File: src/rtl/inst_fetch_queue.sv
// Instruction fetch queue between IF and ID.
// Holds {pc, inst} pairs in a circular buffer. IF pushes up to FETCH_N
// sequential instructions per cycle. ID sees up to ISSUE_N of the oldest
// entries and consumes out_pop of them per cycle.
module inst_fetch_queue #(
  parameter int DATA_W  = 32,
  parameter int PC_W    = 32,
  parameter int FETCH_N = 2,
  parameter int ISSUE_N = 2,
  parameter int DEPTH   = 8
) (
  input  logic                           clk,
  input  logic                           rst,
  input  logic                           flush,
  input  logic                           in_valid,
  input  logic [$clog2(FETCH_N+1)-1:0]   in_cnt,
  input  logic [PC_W-1:0]                in_pc,
  input  logic [FETCH_N*DATA_W-1:0]      in_inst,
  output logic                           in_ready,
  output logic                           stallreq_for_fifo,
  output logic [ISSUE_N-1:0]             out_valid,
  output logic [$clog2(ISSUE_N+1)-1:0]   out_cnt,
  output logic [ISSUE_N*DATA_W-1:0]      out_inst,
  output logic [ISSUE_N*PC_W-1:0]        out_pc,
  input  logic [$clog2(ISSUE_N+1)-1:0]   out_pop,
  output logic [$clog2(DEPTH+1)-1:0]     count,
  output logic                           full,
  output logic                           empty,
  output logic                           err
);

  localparam int PTR_W = $clog2(DEPTH);
  localparam int CNT_W = $clog2(DEPTH+1);
  localparam int IC_W  = $clog2(FETCH_N+1);
  localparam int OC_W  = $clog2(ISSUE_N+1);

  logic [DATA_W-1:0] mem_inst [DEPTH];
  logic [PC_W-1:0]   mem_pc   [DEPTH];
  logic [PTR_W-1:0]  head;
  logic [PTR_W-1:0]  tail;
  logic              cnt_ok;
  logic              push_ok;
  logic              pop_ok;
  logic              proto_err;
  logic [CNT_W-1:0]  push_amt;
  logic [CNT_W-1:0]  pop_amt;

  // Status flags derived from the registered occupancy only (no pop-to-push path)
  always_comb begin
    in_ready          = (count <= CNT_W'(DEPTH - FETCH_N));
    stallreq_for_fifo = ~in_ready;
    full              = (count == CNT_W'(DEPTH));
    empty             = (count == '0);
    out_cnt           = (count >= CNT_W'(ISSUE_N)) ? OC_W'(ISSUE_N) : OC_W'(count);
  end

  // Accept/reject decisions for this cycle's push and pop; flush masks everything
  always_comb begin
    cnt_ok    = (in_cnt != '0) && (in_cnt <= IC_W'(FETCH_N));
    push_ok   = in_valid & in_ready & ~flush & cnt_ok;
    pop_ok    = ~flush & (out_pop <= out_cnt);
    proto_err = ~flush & ((in_valid & (~in_ready | ~cnt_ok)) | (out_pop > out_cnt));
    push_amt  = push_ok ? CNT_W'(in_cnt)  : '0;
    pop_amt   = pop_ok  ? CNT_W'(out_pop) : '0;
  end

  // Pointer, occupancy and sticky error registers
  always_ff @(posedge clk or negedge rst) begin
    if (!rst) begin
      head  <= '0;
      tail  <= '0;
      count <= '0;
      err   <= 1'b0;
    end else begin
      if (flush) begin
        head  <= '0;
        tail  <= '0;
        count <= '0;
      end else begin
        head  <= head + PTR_W'(pop_amt);
        tail  <= tail + PTR_W'(push_amt);
        count <= count + push_amt - pop_amt;
      end
      if (proto_err) begin
        err <= 1'b1;
      end
    end
  end

  // Storage write; left unreset since every read is qualified by count
  always_ff @(posedge clk) begin
    if (push_ok) begin
      for (int unsigned i = 0; i < FETCH_N; i++) begin
        if (IC_W'(i) < in_cnt) begin
          mem_inst[tail + PTR_W'(i)] <= in_inst[i*DATA_W +: DATA_W];
          mem_pc[tail + PTR_W'(i)]   <= in_pc + PC_W'(4*i);
        end
      end
    end
  end

  // Oldest-first issue window, zeroed beyond out_cnt
  always_comb begin
    out_valid = '0;
    out_inst  = '0;
    out_pc    = '0;
    for (int unsigned i = 0; i < ISSUE_N; i++) begin
      if (OC_W'(i) < out_cnt) begin
        out_valid[i]                 = 1'b1;
        out_inst[i*DATA_W +: DATA_W] = mem_inst[head + PTR_W'(i)];
        out_pc[i*PC_W +: PC_W]       = mem_pc[head + PTR_W'(i)];
      end
    end
  end

endmodule

File: config.mk
export PLATFORM = sky130hd
export DESIGN_NAME = inst_fetch_queue
export DESIGN_NICKNAME = d
export VERILOG_FILES = /design/src/rtl/inst_fetch_queue.sv
export SDC_FILE = /design/constraint.sdc
export NUM_CORES = 1
export LEC_CHECK = 0
export BUFFER_PORTS_ARGS = -buffer_cell sky130_fd_sc_hd__buf_2
export CAP_MARGIN = 20
export CORE_ASPECT_RATIO = 0.8
export CORE_MARGIN = 5
export CORE_UTILIZATION = 40
export CTS_CLUSTER_SIZE = 14
export DETAILED_ROUTE_END_ITERATION = 8
export PLACE_DENSITY = 0.63
export SLEW_MARGIN = 20
export SYNTH_ARGS = -nofsm -noshare
export SYNTH_HDL_FRONTEND = slang
export SYNTH_SLANG_ARGS = --single-unit
File: constraint.sdc
create_clock -name clk -period 17.7 [get_ports clk]
set_input_delay 3.54 -clock clk [delete_from_list [all_inputs] [get_ports clk]]
set_output_delay 3.54 -clock clk [all_outputs]
set_load 0.005 [all_outputs]
## Word level (Yosys, flattened, before mapping)

Memory sizes are Yosys's and may differ from the RTL's.
Index checks and enable logic that the tools add are counted.

- Register bits after elaboration: 11
- Latch bits: 0
- Memory bits (writable): 512
- Memories kept: 2
- Input port bits: 104
- Memory bits (read-only): 0

Memories:

| name | words | width | rd ports | clocked after memory_dff | write ports | RTL line | RTL |
|---|---|---|---|---|---|---|---|
| mem_inst | 8 | 32 | 2 | 0 | 2 | 37 | `logic [DATA_W-1:0] mem_inst [DEPTH];` |
| mem_pc | 8 | 32 | 2 | 0 | 2 | 38 | `logic [PC_W-1:0] mem_pc [DEPTH];` |

- Add/sub/neg operators: 7
- Bitwise gates (word level): 11
- Reduce and logical (&&, ||, !) cells: 3
- $mul: 0
- Eq/ne operators: 1
- Order comparisons: 9
- Shift-type cells: 0
- Divide/modulo/power cells: 0
- Mux-type cells: 18

Operators with widths:

| operator | number |
|---|---|
| 2-to-1 mux 32 bit | 4 |
| adder 32 x 3 -> 32 bit (second input constant) | 1 |
| < comparator 1 x 2 -> 1 bit (first input constant) | 4 |
| 2-to-1 mux 1 bit | 8 |
| adder 3 x 1 -> 3 bit (second input constant) | 2 |
| adder 3 x 2 -> 3 bit | 2 |
| bitwise AND 1 bit | 6 |
| 2-to-1 mux 2 bit | 3 |
| 2-to-1 mux 3 bit | 2 |
| adder 4 x 2 -> 4 bit | 1 |
| equality test 4 bit (second input constant) | 1 |
| greater-or-equal comparator 4 x 2 -> 1 bit (second input constant) | 1 |
| <= comparator 4 x 3 -> 1 bit (second input constant) | 1 |
| logical NOT 4 bit | 1 |
| 2-to-1 mux 4 bit | 1 |
| subtractor 4 x 2 -> 4 bit | 1 |
| inverter 1 bit | 3 |
| greater-than comparator 2 bit | 1 |
| <= comparator 2 bit | 1 |
| <= comparator 2 bit (second input constant) | 1 |
| bitwise OR 1 bit | 2 |
| nonzero test 2 bit | 1 |
| logical AND 1 bit | 1 |

## Longest topological paths before layout

Gate-level depths: netlist of run 1.

- Word-level depth: 8
- Gate-level depth with buffers: 18
- Depth with buffers taken out: 17

## Least setup slack after synthesis of run 1

OpenSTA, ideal clock, no wires.

- Kind: input -> register
- Start point: input in_cnt[0]
- End point: memory mem_inst[1][0] (enable)
- Stages on the path: 6
- Data required time: 17.039 ns
- Arrival time: 10.909 ns
- Path slack: 6.130 ns
- Setup time: 0.661 ns
- Path through: inv_1 -> ha_1 -> and3_1 -> buf_2 -> nand2_1 -> o41ai_1

RTL lines:

| item | RTL line | RTL |
|---|---|---|
| from (decl) | 16 | `input logic [$clog2(FETCH_N+1)-1:0] in_cnt,` |
| to (decl) | 37 |  |

## Worst setup path after layout of run 1

- Start point: register head[0]
- End point: output out_pc[60]

- Longest elaborated chain between the ends: 3

RTL lines:

| item | RTL line | RTL |
|---|---|---|
| from (decl) | 39 | `logic [PTR_W-1:0] head;` |
| from (signal assigned) | 80 | `head <= head + PTR_W'(pop_amt);` |
| adder 3 x 1 -> 3 bit | 111 | `out_pc[i*PC_W +: PC_W] = mem_pc[head + PTR_W'(i)];` |
| memory read (8 x 32 bit) | n/a |  |
| 2-to-1 mux 32 bit | 108 | `if (OC_W'(i) < out_cnt) begin` |
| to (decl) | 24 | `output logic [ISSUE_N*PC_W-1:0] out_pc,` |

No other way between the ends.

==> metrics.cfg, run 1 <==
[status]
status = finished clean

[clock_network]
cts_tree = yes
cts_buffers = 57
cts_hold_buf = 0
clockRootBuffer = clkbuf_16
h-tree-depth = 2
ctsResizeCount = 0
worstSkewPairLatency_ns = 0.64
cts_sinks = 523
clock_path_buffers = 3
postCtsSetupBuffers = 0
cts.reportedPaths.clkPinSlew_ns = 0.06

[critical_path]
critPathCaptureType = output pin
startpoint_type = flip-flop
critPathArrivalTime_ns = 4.97
crit_type = reg -> out
required_ns = 14.16
r2r-start = count[0]$_DFF_PN0_
worstReg2RegEnd = mem_inst[7][0]$_DFFE_PP_
rrSetupSlack_ns = 13.17
worstPathMaxFanout = 62
rr_worst_depth = 5

[route]
wl_per_cell_um = 25.32
route.detailed.drc = 0
wl_mm = 100.5
drt_pass1_iterations = 6
vias = 22356
viasPerCell = 5.634
drtIter0Drc = 2758
ant_nets = 0

[floorplan]
rows = 92
pin_count = 245
coreArea_sq_um = 78740
die_w_um = 325.0
initial_core_util_pct = 40.31
die_area_sq_um = 85120
die_y_um = 262.0

[min_path]
hold_start = err$_DFFE_PN0P_
hp-class = reg -> reg
min_path_cells = 1
hold_path_end = err$_DFFE_PN0P_

[synth]
syn_avg_cell_area_sq_um = 11.29
synthCells = 2811
synthesis.area_sq_um = 31740
yosys_register_bits = 523
synth.net_count = 2934
synth_common_cells = nand2_1, edfxtp_1, mux4_2
synth.most_common_cell = nand2_1
seq_area_frac_synth_pct = 49.30
ys.flop_type = edfxtp_1
synth_cell_types = 51
synth_top_area_cell = edfxtp_1
synth.top_cell.area_share_pct = 48.44
synth_edf_count = 512
async_flop_share_pct = 2.103
synth_area_leaders = edfxtp_1, mux4_2, nand2_1
ys_warn_count = 0

[finish]
drive_gt1_share_pct = 22.87
post-route-util_pct = 44.77
syn_to_final_growth_pct = 11.06
nFillCells = 7162
nets = 3007

[sta]
hold_slack_ns = 0.4818
slew_violations = 0
setup_violations = 0
fmax_mhz = 117.5
final_hold_viol_count = 0
rsz0062_at_grt = no
fin_crit_ns = 8.510
fin_crit_sh_pct = 48.08
finalClockSkew_ns = 0.02715
finalSetupTns_ns = 0
maxSlewHeadroom_pct = 31.96
worst_pin_slew_ns = 1.021

[global_routing]
grt_pass1_vias = 22065
grt_pass1_wl_mm = 148.8
use_met3_pct = 5.687
grt-busiest-layer = met2
grt_use_met1_pct = 33.48
gr-total-overflow = 0
grt_usage_pct = 23.29
grt_max_degree = 66
antenna_found_initial = 5
met2_usage_pct = 36.15

[placement]
place_congestion = 0.7989
dpl.hpwl_mm = 61.48
io_buffers = 244

[pwr]
p_total_mw = 4.093
power_density_nw_per_um2 = 116.1
irDropWorstVdd_uv = 142.4
p_leak_nw = 12.64

[flow_run]
drv_cap = 0

==> worst max-delay path, cell delays in order (launching register included) <==
cell	delay (ns)
dfrtp_4	0.79
buf_4	0.67
buf_4	0.83
buf_4	0.87
mux4_2	0.59
nand2_1	0.10
a21oi_1	0.15
buf_2	0.21
==> sequential cells by signal, indices dropped and copies added, names as in the netlist <==
name      count
count         4
err           1
head          3
mem_inst    256
mem_pc      256
tail          3
==> worst max path at each step <==
stage	slack, ns	startpoint	cells past startpoint	endpoint
after floorplan	6.13	in_cnt[0]	6	mem_inst[1][0]$_DFFE_PP_
after global placement	9.74	head[0]$_DFF_PN0_	7	out_pc[32]
after detailed placement	9.66	head[0]$_DFF_PN0_	7	out_pc[32]
after CTS	9.00	head[0]$_DFF_PN0_	7	out_pc[32]
after global routing	8.78	head[0]$_DFF_PN0_	7	out_inst[4]
final	9.19	head[0]$_DFF_PN0_	7	out_pc[60]
==> kinds of logic (layout without fill, tap and decap cells) <==
kind of cell,after synthesis,after routing,share of synthesized area [%]
AND/OR/NAND/NOR,1336,1336,17.20
flip-flops,523,523,49.30
multiplexers,320,320,20.18
buffers and inverters,294,413,4.494
XOR/XNOR,240,240,6.646
AO/OA/AOI/OAI,79,79,1.332
adder cells (fa/ha/maj),19,19,0.8436
other,0,4,0
==> layout by cell type (no fill, tap or decap), drive strengths merged, types with 5 or more instances in the layout <==
cell type and instances:
ha 15, inv 23, clkinv 19, nor2 198, and2 6, a21oi 68
edfxtp 512, and3 5, nor3 10, buf 287, mux2i 64, dfrtp 11
clkbuf 80, nor2b 8, xnor2 125, mux4 256, nand2 1052, nor4 7
nand4 11, xor2 115, nand3 23
==> where the power goes <==
part | switching (mW) | leakage (nW) | internal (mW)
logic | 0.854 | 7.08 | 0.678
clock network | 0.508 | 0.817 | 0.624
registers | 0.0435 | 4.75 | 1.39
==> through the flow <==
step	cell area (sq um)	worst slack (ns)	cells
2_1_floorplan	31740	6.130	2811
3_3_place_gp	33500	9.740	3857
3_5_place_dp	33500	9.662	3857
4_1_cts	35200	9.002	3962
5_1_grt	35250	8.781	3966
6_report	35250	9.190	3968
==> layer usage <==
metal,share of wire (%),routed length [um]
met5,0.0070,7
met4,2.0,1964
met3,11,10920
met2,45,45120
met1,42,42470
==> cell type report <==
class                           instances  area [sq um]  share of cell area, %
Sequential cell                       523         15660                  44.43
Inverter                               21         78.83                 0.2236
Clock buffer                           80          1513                  4.291
Multi-Input combinational cell       1994         14930                  42.36
Tap cell                             1034          1294                  3.670
Timing Repair Buffer                  287          1575                  4.468
Antenna cell                            4         10.01                0.02839
Clock inverter                         25         186.4                 0.5288
Note: power is estimated with default switching activity, not from simulation.
==> run 2: changes to the inputs <==
- clock period: 17.7 -> 8.1 ns (I/O delays scaled with it)
==> metrics.cfg, run 2 (synthesis results as in run 1) <==
[route]
ant_nets = 0
wl_mm = 101.6
vias = 22638
wl_per_cell_um = 25.60
drtIter0Drc = 2716
route.detailed.drc = 0
viasPerCell = 5.702
drt_pass1_iterations = 5

[critical_path]
startpoint_type = flip-flop
required_ns = 6.48
worstPathCellList = buf_4 -> buf_4 -> mux4_2 -> mux2i_1 -> nor2_1 -> buf_2
crit_path_end = out_inst[14]
crit_type = reg -> out
critPathArrivalTime_ns = 4.12
worstReg2RegEnd = mem_pc[3][5]$_DFFE_PP_
worstPathMaxFanout = 55
worst-path-stages = 6
startpoint = head[0]$_DFF_PN0_
critPathCaptureType = output pin
path_buf_inv = 3
rrSetupSlack_ns = 3.85
rr_worst_depth = 6
critPathMaxStageDelay_ns = 0.81
r2r-start = tail[1]$_DFF_PN0_
slowest_stage = dfrtp_4
cpLargestDelayFamily = buffers and inverters
cp_common_cell = buf_4

[clock_network]
cts_sinks = 523
ctsResizeCount = 0
postCtsSetupBuffers = 0
cts.reportedPaths.clkPinSlew_ns = 0.06
worstSkewPairLatency_ns = 0.62
cts_hold_buf = 0
h-tree-depth = 2
clockRootBuffer = clkbuf_16
cts_tree = yes
cts_buffers = 56
clock_path_buffers = 3

[finish]
drive_gt1_share_pct = 23.36
top_regs = mem_inst: 256 flops, mem_pc: 256 flops, count: 4 flops
final_cell_mix = nand2_1, edfxtp_1, mux4_2, buf_2, nor2_1
layout_commonest_cell = nand2_1
nets = 3007
syn_to_final_growth_pct = 11.69
post-route-util_pct = 45.03

[placement]
io_buffers = 244
place_congestion = 0.8240
dpl.hpwl_mm = 62.28

[global_routing]
grt-busiest-layer = met2
grt_pass1_vias = 22171
grt_use_met1_pct = 33.30
grt_pass1_wl_mm = 149.6
grt_max_degree = 98
use_met3_pct = 6.290
grt_usage_pct = 23.49
antenna_found_initial = 12
gr-total-overflow = 0
met2_usage_pct = 36.06

[pwr]
power_density_nw_per_um2 = 256.6
irDropWorstVdd_uv = 245.0
p_leak_nw = 12.75

[sta]
finalSetupTns_ns = 0
rsz0062_at_grt = no
fin_crit_ns = 5.736
fmax_mhz = 174.4
final_hold_viol_count = 0
maxSlewHeadroom_pct = 33.06
fin_crit_sh_pct = 70.81
worst_pin_slew_ns = 1.004
setup_violations = 0
slew_violations = 0
finalClockSkew_ns = 0.03431

[flow_run]
drv_cap = 0

[floorplan]
rows = 92
initial_core_util_pct = 40.31
die_w_um = 325.0
die_y_um = 262.0
die_area_sq_um = 85120
coreArea_sq_um = 78740
pin_count = 245

[min_path]
hold_start = err$_DFFE_PN0P_
hp-class = reg -> reg
min_path_cells = 1

[status]
status = finished clean

run 2: worst min path at each step:
stage,endpoint,slack (ns)
final,err$_DFFE_PN0P_,0.48
after global routing,err$_DFFE_PN0P_,0.51
after CTS,err$_DFFE_PN0P_,0.49
after detailed placement,err$_DFFE_PN0P_,0.46
after global placement,err$_DFFE_PN0P_,0.46
after floorplan,err$_DFFE_PN0P_,0.47
run 2: layer usage:
layer  up-vias  wire length (um)
li1       9938                 -
met1     11316             41890
met2      1210             45300
met3       164             11690
met4        10              2706
met5         -                43
run 2: per-stage QoR:
stage	power, mW	worst slack [ns]	instance area (sq um)	instances	hold slack [ns]
after detailed placement	6.576	2.824	33560	3858	0.4601
after floorplan	5.309	0.2319	31760	2811	0.4678
after global routing	9.517	2.012	35450	3969	0.5130
final	9.096	2.364	35450	3970	0.4778
after global placement	6.552	2.880	33560	3858	0.4587
after CTS	9.154	2.153	35390	3964	0.4854
run 2: where the power goes:
| part | internal [mW] | total [mW] | switching (mW) |
|---|---|---|---|
| logic | 1.49 | 3.36 | 1.87 |
| clock network | 1.49 | 2.61 | 1.12 |
| registers | 3.03 | 3.13 | 0.101 |
run 2: final cells by class:
type	instances	area, sq um
Sequential cell	523	15660
Inverter	21	78.83
Fill cell	7208	43280
Antenna cell	4	10.01
Multi-Input combinational cell	1994	14960
Clock buffer	74	1531
Timing Repair Buffer	288	1617
Clock inverter	32	296.5
Tap cell	1034	1294
